[src/rtl/branch_resolve_unit_pkg.sv]
// -----------------------------------------------------------------------------
// branch_resolve_unit_pkg
// Shared constants and types for the branch resolve unit:
//   DATA_W        - data/address bus width (64 bits)
//   INSTR_SIZE    - size of one instruction in bytes, used for fall-through PC
//   state_t       - resolve FSM encoding (RUN / FLUSH)
//   pred_entry_t  - one queued fetch-time prediction {pc, predicted next pc}
//   seq_next_pc() - fall-through PC adder (pc + INSTR_SIZE, wraps at 2^64)
// -----------------------------------------------------------------------------
package branch_resolve_unit_pkg;

   localparam int DATA_W = 64;

   localparam logic [DATA_W-1:0] INSTR_SIZE = 64'd4;

   typedef enum logic {
      ST_RUN   = 1'b0,
      ST_FLUSH = 1'b1
   } state_t;

   typedef struct packed {
      logic [DATA_W-1:0] pc;
      logic [DATA_W-1:0] next;
   } pred_entry_t;

   // Fall-through address; the carry out is dropped so the top of the address
   // space wraps to zero.
   function automatic logic [DATA_W-1:0] seq_next_pc(input logic [DATA_W-1:0] pc);
      return pc + INSTR_SIZE;
   endfunction

endpackage

[src/rtl/branch_resolve_unit_pred_fifo.sv]
// -----------------------------------------------------------------------------
// pred_fifo
// Circular FIFO holding in-flight predictions, oldest entry at the head.
// Ports:
//   clk, reset      - clock, asynchronous active-high reset
//   push, din       - write din at the tail (ignored when full)
//   pop             - drop the head entry (ignored when empty)
//   clear           - empty the queue; wins over push and pop in the same cycle
//   dout            - head entry (combinational read)
//   count           - number of valid entries ($clog2(DEPTH)+1 bits)
//   full, empty     - occupancy flags derived from count
// -----------------------------------------------------------------------------
module pred_fifo #(
   parameter int DEPTH = 4,
   parameter int WIDTH = 128
) (
   input  logic                     clk,
   input  logic                     reset,
   input  logic                     push,
   input  logic                     pop,
   input  logic                     clear,
   input  logic [WIDTH-1:0]         din,
   output logic [WIDTH-1:0]         dout,
   output logic [$clog2(DEPTH):0]   count,
   output logic                     full,
   output logic                     empty
);

   localparam int PW = $clog2(DEPTH);
   localparam int CW = PW + 1;
   localparam logic [CW-1:0] DEPTH_C = CW'(DEPTH);

   logic [WIDTH-1:0] mem_r [DEPTH];
   logic [PW-1:0]    wr_ptr_r;
   logic [PW-1:0]    rd_ptr_r;
   logic [CW-1:0]    count_r;
   logic             push_ok_s;
   logic             pop_ok_s;

   assign full  = (count_r == DEPTH_C);
   assign empty = (count_r == {CW{1'b0}});
   assign count = count_r;
   assign dout  = mem_r[rd_ptr_r];

   // Qualify requests against occupancy so the pointers can never overrun.
   always_comb begin
      push_ok_s = push & ~full;
      pop_ok_s  = pop & ~empty;
   end

   // Storage, pointers and occupancy; DEPTH is a power of two so pointers wrap naturally.
   always_ff @(posedge clk or posedge reset) begin
      if (reset) begin
         wr_ptr_r <= {PW{1'b0}};
         rd_ptr_r <= {PW{1'b0}};
         count_r  <= {CW{1'b0}};
         for (int i = 0; i < DEPTH; i++) begin
            mem_r[i] <= {WIDTH{1'b0}};
         end
      end else if (clear) begin
         wr_ptr_r <= {PW{1'b0}};
         rd_ptr_r <= {PW{1'b0}};
         count_r  <= {CW{1'b0}};
      end else begin
         if (push_ok_s) begin
            mem_r[wr_ptr_r] <= din;
            wr_ptr_r        <= wr_ptr_r + PW'(1);
         end else begin
            wr_ptr_r <= wr_ptr_r;
         end
         if (pop_ok_s) begin
            rd_ptr_r <= rd_ptr_r + PW'(1);
         end else begin
            rd_ptr_r <= rd_ptr_r;
         end
         case ({push_ok_s, pop_ok_s})
            2'b10:   count_r <= count_r + CW'(1);
            2'b01:   count_r <= count_r - CW'(1);
            default: count_r <= count_r;
         endcase
      end
   end

endmodule

[src/rtl/branch_resolve_unit.sv]
// -----------------------------------------------------------------------------
// branch_resolve_unit
// Back end of the gshare fetch predictor. Every fetch-time prediction for a
// control-flow instruction is queued and compared, in order, with the execute
// outcome. Each resolve trains the predictor; a wrong next-PC produces a fetch
// redirect, empties the queue and blocks traffic for FLUSH_CYCLES cycles.
// Ports:
//   clk, reset                        - clock, asynchronous active-high reset
//   pred_valid/pred_pc/pred_next      - fetch-side prediction push
//   pred_ready                        - queue accepts a push this cycle
//   res_valid/res_pc/res_taken/res_target - execute-side outcome of oldest entry
//   we/PCUpdate/targetUpdate/takenUpdate  - predictor training (1-cycle pulse)
//   redirect_valid/redirect_pc        - fetch redirect on mispredict (pulse)
//   busy_flush                        - unit is flushing after a redirect
//   branch_count/mispredict_count     - wrapping statistics
//   protocol_error                    - sticky; resolve with empty queue or PC mismatch
// -----------------------------------------------------------------------------
module branch_resolve_unit
   import branch_resolve_unit_pkg::*;
#(
   parameter int DEPTH        = 4,
   parameter int FLUSH_CYCLES = 2,
   parameter int CNT_W        = 32
) (
   input  logic              clk,
   input  logic              reset,
   input  logic              pred_valid,
   input  logic [DATA_W-1:0] pred_pc,
   input  logic [DATA_W-1:0] pred_next,
   output logic              pred_ready,
   input  logic              res_valid,
   input  logic [DATA_W-1:0] res_pc,
   input  logic              res_taken,
   input  logic [DATA_W-1:0] res_target,
   output logic              we,
   output logic [DATA_W-1:0] PCUpdate,
   output logic [DATA_W-1:0] targetUpdate,
   output logic              takenUpdate,
   output logic              redirect_valid,
   output logic [DATA_W-1:0] redirect_pc,
   output logic              busy_flush,
   output logic [CNT_W-1:0]  branch_count,
   output logic [CNT_W-1:0]  mispredict_count,
   output logic              protocol_error
);

   localparam int QCW = $clog2(DEPTH) + 1;
   localparam int FCW = $clog2(FLUSH_CYCLES + 1);

   state_t            state_r;
   logic [FCW-1:0]    flush_cnt_r;

   pred_entry_t       push_entry_s;
   pred_entry_t       head_s;
   logic [QCW-1:0]    fifo_count_s;
   logic              fifo_full_s;
   logic              fifo_empty_s;

   logic              ready_s;
   logic              push_s;
   logic              resolve_s;
   logic              pc_mismatch_s;
   logic              mispredict_s;
   logic              proto_evt_s;
   logic [DATA_W-1:0] seq_pc_s;
   logic [DATA_W-1:0] correct_pc_s;

   assign push_entry_s = '{pc: pred_pc, next: pred_next};
   assign pred_ready   = ready_s;
   assign busy_flush   = (state_r == ST_FLUSH);

   pred_fifo #(
      .DEPTH (DEPTH),
      .WIDTH ($bits(pred_entry_t))
   ) u_pred_fifo (
      .clk   (clk),
      .reset (reset),
      .push  (push_s),
      .pop   (resolve_s),
      .clear (mispredict_s),
      .din   (push_entry_s),
      .dout  (head_s),
      .count (fifo_count_s),
      .full  (fifo_full_s),
      .empty (fifo_empty_s)
   );

   // Resolve decode: compare the head prediction against the actual next PC.
   always_comb begin
      seq_pc_s = seq_next_pc(res_pc);
      if (res_taken) begin
         correct_pc_s = res_target;
      end else begin
         correct_pc_s = seq_pc_s;
      end
      // ready uses the registered occupancy, so a full queue refuses a push
      // even while the head is being popped.
      ready_s       = (state_r == ST_RUN) & ~fifo_full_s;
      resolve_s     = (state_r == ST_RUN) & res_valid & (fifo_count_s != {QCW{1'b0}});
      pc_mismatch_s = resolve_s & (res_pc != head_s.pc);
      // A PC mismatch means the queue is out of step with execute; treat it as
      // a mispredict so fetch restarts from a known-good PC.
      mispredict_s  = resolve_s & ((head_s.next != correct_pc_s) | pc_mismatch_s);
      proto_evt_s   = pc_mismatch_s | ((state_r == ST_RUN) & res_valid & fifo_empty_s);
      push_s        = pred_valid & ready_s & ~mispredict_s;
   end

   // RUN/FLUSH control with the flush-window down-counter.
   always_ff @(posedge clk or posedge reset) begin
      if (reset) begin
         state_r     <= ST_RUN;
         flush_cnt_r <= {FCW{1'b0}};
      end else begin
         case (state_r)
            ST_RUN: begin
               if (mispredict_s) begin
                  state_r     <= ST_FLUSH;
                  flush_cnt_r <= FCW'(FLUSH_CYCLES);
               end else begin
                  state_r     <= ST_RUN;
                  flush_cnt_r <= flush_cnt_r;
               end
            end
            ST_FLUSH: begin
               if (flush_cnt_r <= FCW'(1)) begin
                  state_r     <= ST_RUN;
                  flush_cnt_r <= {FCW{1'b0}};
               end else begin
                  state_r     <= ST_FLUSH;
                  flush_cnt_r <= flush_cnt_r - FCW'(1);
               end
            end
            default: begin
               state_r     <= ST_RUN;
               flush_cnt_r <= {FCW{1'b0}};
            end
         endcase
      end
   end

   // Registered training, redirect and statistics outputs (one cycle after resolve).
   always_ff @(posedge clk or posedge reset) begin
      if (reset) begin
         we               <= 1'b0;
         PCUpdate         <= {DATA_W{1'b0}};
         targetUpdate     <= {DATA_W{1'b0}};
         takenUpdate      <= 1'b0;
         redirect_valid   <= 1'b0;
         redirect_pc      <= {DATA_W{1'b0}};
         branch_count     <= {CNT_W{1'b0}};
         mispredict_count <= {CNT_W{1'b0}};
         protocol_error   <= 1'b0;
      end else begin
         we             <= resolve_s;
         redirect_valid <= mispredict_s;
         protocol_error <= protocol_error | proto_evt_s;
         if (resolve_s) begin
            PCUpdate     <= res_pc;
            targetUpdate <= res_target;
            takenUpdate  <= res_taken;
            branch_count <= branch_count + CNT_W'(1);
         end else begin
            PCUpdate     <= PCUpdate;
            targetUpdate <= targetUpdate;
            takenUpdate  <= takenUpdate;
            branch_count <= branch_count;
         end
         if (mispredict_s) begin
            redirect_pc      <= correct_pc_s;
            mispredict_count <= mispredict_count + CNT_W'(1);
         end else begin
            redirect_pc      <= redirect_pc;
            mispredict_count <= mispredict_count;
         end
      end
   end

endmodule

[config.mk]
export PLATFORM = sky130hd
export DESIGN_NAME = branch_resolve_unit
export DESIGN_NICKNAME = d
export VERILOG_FILES = /design/src/rtl/branch_resolve_unit_pkg.sv /design/src/rtl/branch_resolve_unit_pred_fifo.sv /design/src/rtl/branch_resolve_unit.sv
export SDC_FILE = /design/constraint.sdc
export NUM_CORES = 2
export LEC_CHECK = 0
export BUFFER_PORTS_ARGS = -buffer_cell sky130_fd_sc_hd__buf_2
export CAP_MARGIN = 10
export CORE_UTILIZATION = 23
export DETAILED_ROUTE_END_ITERATION = 6
export HOLD_SLACK_MARGIN = 0.02
export REMOVE_ABC_BUFFERS = 1
export SYNTH_ARGS = -nofsm -noshare
export SYNTH_HDL_FRONTEND = slang
export SYNTH_SLANG_ARGS = --single-unit
export TNS_END_PERCENT = 10
[constraint.sdc]
create_clock -name clk -period 30.1 [get_ports clk]
set_input_delay 4.515 -clock clk [delete_from_list [all_inputs] [get_ports clk]]
set_output_delay 4.515 -clock clk [all_outputs]
set_load 0.02 [all_outputs]
==> qor.csv <==
stage,metric,value,unit
power,internal-power,0.002831,W
global_routing,grt_max_degree,156,
global_routing,use_met2,26.77,%
global_routing,grt_pass1_wl,207.5,mm
synth,synth_seq_area_share,51.23,%
clock_tree,cts_tree,yes,
setup_path,rrSetupSlack,22.00,ns
setup_path,worstPathCellList,"buf_2, and4_1, nand4_1, nor4_2, o211ai_1, a2111oi_0, nand4_1, nor4b_1, nand4_1, o31ai_4, buf_4, and3_4, buf_4, mux2_1",
hold_path,hold_start,targetUpdate[28],
synth,synthCells,3110,
clock_tree,insertion_delay,0.74,ns
synth,synth_flop_cell,dfrtp_1,
global_routing,overflow,0,
clock_tree,cts.sinks,782,
synth,yosys.area.top_type,dfrtp_1,
timing,tightest_slew,1.069,ns
power,p_leak,20.23,nW
finish,multiInputGateArea,0.01713,mm²
synth,synthTopCellsByArea,"dfrtp_1, mux2_1, mux4_2",
setup_path,cpMostUsedCell,nand4_1,
setup_path,timing.rr.start,u_pred_fifo.rd_ptr_r[0],
timing,finalSetupTns,0,ns
timing,post-route-period-util,36.82,%
routing,routed_wl,145.8,mm
clock_tree,clk_pin_slew,0.05,ns
synth,yosysWarnings,0,
routing,vias,27240,
setup_path,rr_worst_depth,15,
synth,ys_ff_latch,782,
timing,slew_headroom,28.73,%
floorplan,std_cell_rows,149,
setup_path,crit_path_top_delay_cell,nor4_2,
timing,rsz0062_at_grt,false,
floorplan,io_pins,523,
placement,dp_slack,18.36,ns
setup_path,r2r_end,u_pred_fifo.mem_r[220],
setup_path,startpoint_type,input pin,
global_routing,grt_pass1_vias,27240,
setup_path,cp-end-kind,flip-flop,
finish,ff_latch_area,0.01958,mm²
synth,synth_cell_types,75,
finish,layout.nets,3822,
synth,async_reset_ff_share,100.0,%
floorplan,die-height,409.5,µm
placement,dp_hpwl,108.7,mm
hold_path,hold_depth,2,
timing,fmax,0.09023,GHz
timing,setup_ws,19.02,ns
timing,hold_viol,0,
placement,place.gp.congestion,0.9306,
floorplan,core,0.1650,mm²
setup_path,required,30.66,ns
power,powerDensity,96.67,mW/mm²
routing,ant_nets,0,
power,clock_power_share,27.3,%
finish,fillers,17100,
power,pwr-share-comb,33.3,%
global_routing,grt_usage,17.19,%
clock_tree,root_buffer,clkbuf_16,
global_routing,grt-busiest-layer,met2,
hold_path,hold_path_end,targetUpdate[28],
setup_path,critPathArrivalTime,11.65,ns
power,pwr-share-seq,39.3,%
timing,fin_worst_skew,0.06191,ns
finish,area_delta_synth_final,20.08,%
setup_path,critPathKind,input pin to flip-flop,
synth,avgSynthCellArea,12.28,µm²
synth,yosysTopAreaCellShare,51.23,%
hold_path,hp-class,flip-flop to flip-flop,
clock_tree,cts_resized,0,
routing,drc,184,
setup_path,cp_max_fo,81,
global_routing,use_met1,21.70,%
clock_tree,htreeDepth,3,
floorplan,die_x,409.5,µm
setup_path,max_stage_delay,1.09,ns
power,vdd_drop_max,48.16,µV
power,p_sw,0.001602,W
global_routing,antenna_found_initial,116,
timing,setup_viol,0,
placement,port-buffer-count,522,
status,violations,DRC,
clock_tree,cts_buffers,93,
floorplan,die-area,0.1677,mm²
synth,synth_edf_count,0,
status,status,"complete, but fails checks",
timing,slew_viol_final,0,
clock_tree,postCtsHoldBufs,0,
flow_run,cap_viol_max_count,0,
global_routing,use_met3,5.898,%
routing,drtIter0Drc,2185,
floorplan,initial_core_util,23.15,%
routing,wire_per_inst,24.95,µm
power,totalPowerFinal,0.004434,W
power,swShare,36.14,%
clock_tree,cts.path.max_buffers,3,
timing,min_period,11.08,ns
synth,netlist_area,0.03820,mm²
routing,viasPerCell,4.660,
routing,first_pass_iters,7,
finish,drive_gt1_share,25.47,%
clock_tree,post_cts_buffers,0,
-- worst max path at each step --
stage / from / end / slack, ns / depth (start not counted)
floorplan: reset / PCUpdate[0] / 3.63 / 1
global placement: res_pc[11] / u_pred_fifo.mem_r[509] / 18.45 / 14
detailed placement: res_pc[11] / u_pred_fifo.mem_r[230] / 18.36 / 14
CTS: res_pc[11] / u_pred_fifo.mem_r[220] / 19.10 / 14
global route: res_pc[11] / u_pred_fifo.mem_r[220] / 18.75 / 14
finish: res_pc[11] / u_pred_fifo.mem_r[220] / 19.02 / 14
-- Yosys cell counts, types with 25 or more instances --
cell type    n
mux4_2     120
xor2_1      96
buf_2       43
a21oi_1     25
nor4_1      38
mux2i_1     40
nor2_1      75
and3_1      30
xnor2_1    164
nor3_1      55
dfrtp_1    782
nand3_1     62
nand2_1    508
o21ai_0     86
inv_1       28
clkbuf_1    93
mux2_2      55
mux2_1     480
buf_8       30
nand4_1     75
-- critical path: cells and delay by family --
kind                   cells  cell delay, ns
buffers and inverters      3            1.85
multiplexers               1            0.38
AO/OA/AOI/OAI              3            0.90
AND/OR/NAND/NOR            7            3.77
-- power groups by stage --
| stage | Clock, W | Sequential (W) | Combinational [W] |
|---|---|---|---|
| 3_3_place_gp | 0 | 0.00173 | 0.00147 |
| 5_1_grt | 0.00129 | 0.00180 | 0.00160 |
| 2_1_floorplan | 0 | 0.00187 | 0.000828 |
| 4_1_cts | 0.00125 | 0.00174 | 0.00150 |
| 6_report | 0.00121 | 0.00174 | 0.00148 |
| 3_5_place_dp | 0 | 0.00175 | 0.00150 |
-- flip-flops by register name (all words and copies together) (netlist names), 3 cells and up --
| signal | flops |
|---|---|
| branch_count | 32 |
| targetUpdate | 64 |
| u_pred_fifo.mem_r | 512 |
| redirect_pc | 64 |
| PCUpdate | 64 |
| mispredict_count | 32 |
| u_pred_fifo.count | 3 |
-- stage by stage --
step	hold WS (ns)	std cells	util [%]	instance area (µm²)
4_1_cts	0.4715	5821	27.76	45810
5_1_grt	0.4873	5826	27.77	45820
3_5_place_dp	0.4578	5647	25.76	42500
6_report	0.4662	5844	27.80	45870
2_1_floorplan	0.4515	2898	-	36790
3_3_place_gp	0.4518	5647	25.76	42500
-- logic make-up after synthesis --
kind of cell	share of synthesized area [%]
simple gates	11.39
fa+ha+maj	0.2817
flops	51.23
buf+inv	3.983
compound gates	3.250
mux	23.90
xor+xnor	5.962
-- cell type report --
type | instances | share of cell area, %
Clock buffer | 120 | 5.622
Tap cell | 2189 | 5.971
Sequential cell | 782 | 42.68
Antenna cell | 23 | 0.1255
Multi-Input combinational cell | 2085 | 37.34
Inverter | 31 | 0.2810
Timing Repair Buffer | 560 | 6.378
Clock inverter | 54 | 1.599
-- per-layer routing --
| metal | up-vias | share of wire (%) |
|---|---|---|
| li1 | 11960 | - |
| met1 | 13830 | 41 |
| met2 | 989 | 45 |
| met3 | 375 | 8.8 |
| met4 | 86 | 4.4 |
| met5 | - | 0.37 |
-- layout by cell type (no fill, tap or decap), types with 8 or more instances in the layout --
cell,netlist,layout
nand4_1,75,75
clkbuf_16,0,93
nor4_1,38,38
and4_1,10,10
clkinv_4,0,8
a21oi_1,25,25
xnor2_1,164,164
clkinv_2,0,18
buf_4,14,37
and3_1,30,26
nor3_1,55,55
nand3_1,62,62
or3_1,14,14
xor2_1,96,96
inv_1,28,27
mux2i_1,40,40
a31oi_1,9,9
nor4b_1,8,8
o31ai_1,11,11
clkbuf_8,0,15
clkinvlp_4,0,8
bufinv_16,0,10
o211ai_1,10,10
nor2_1,75,75
dfrtp_1,782,780
o21ai_0,86,86
diode_2,0,23
nand2_1,508,508
mux2_1,480,480
mux2_2,55,55
buf_2,43,521
clkbuf_1,93,12
mux4_2,120,120
nand2b_1,12,12
(Power assumes the default switching activity.)
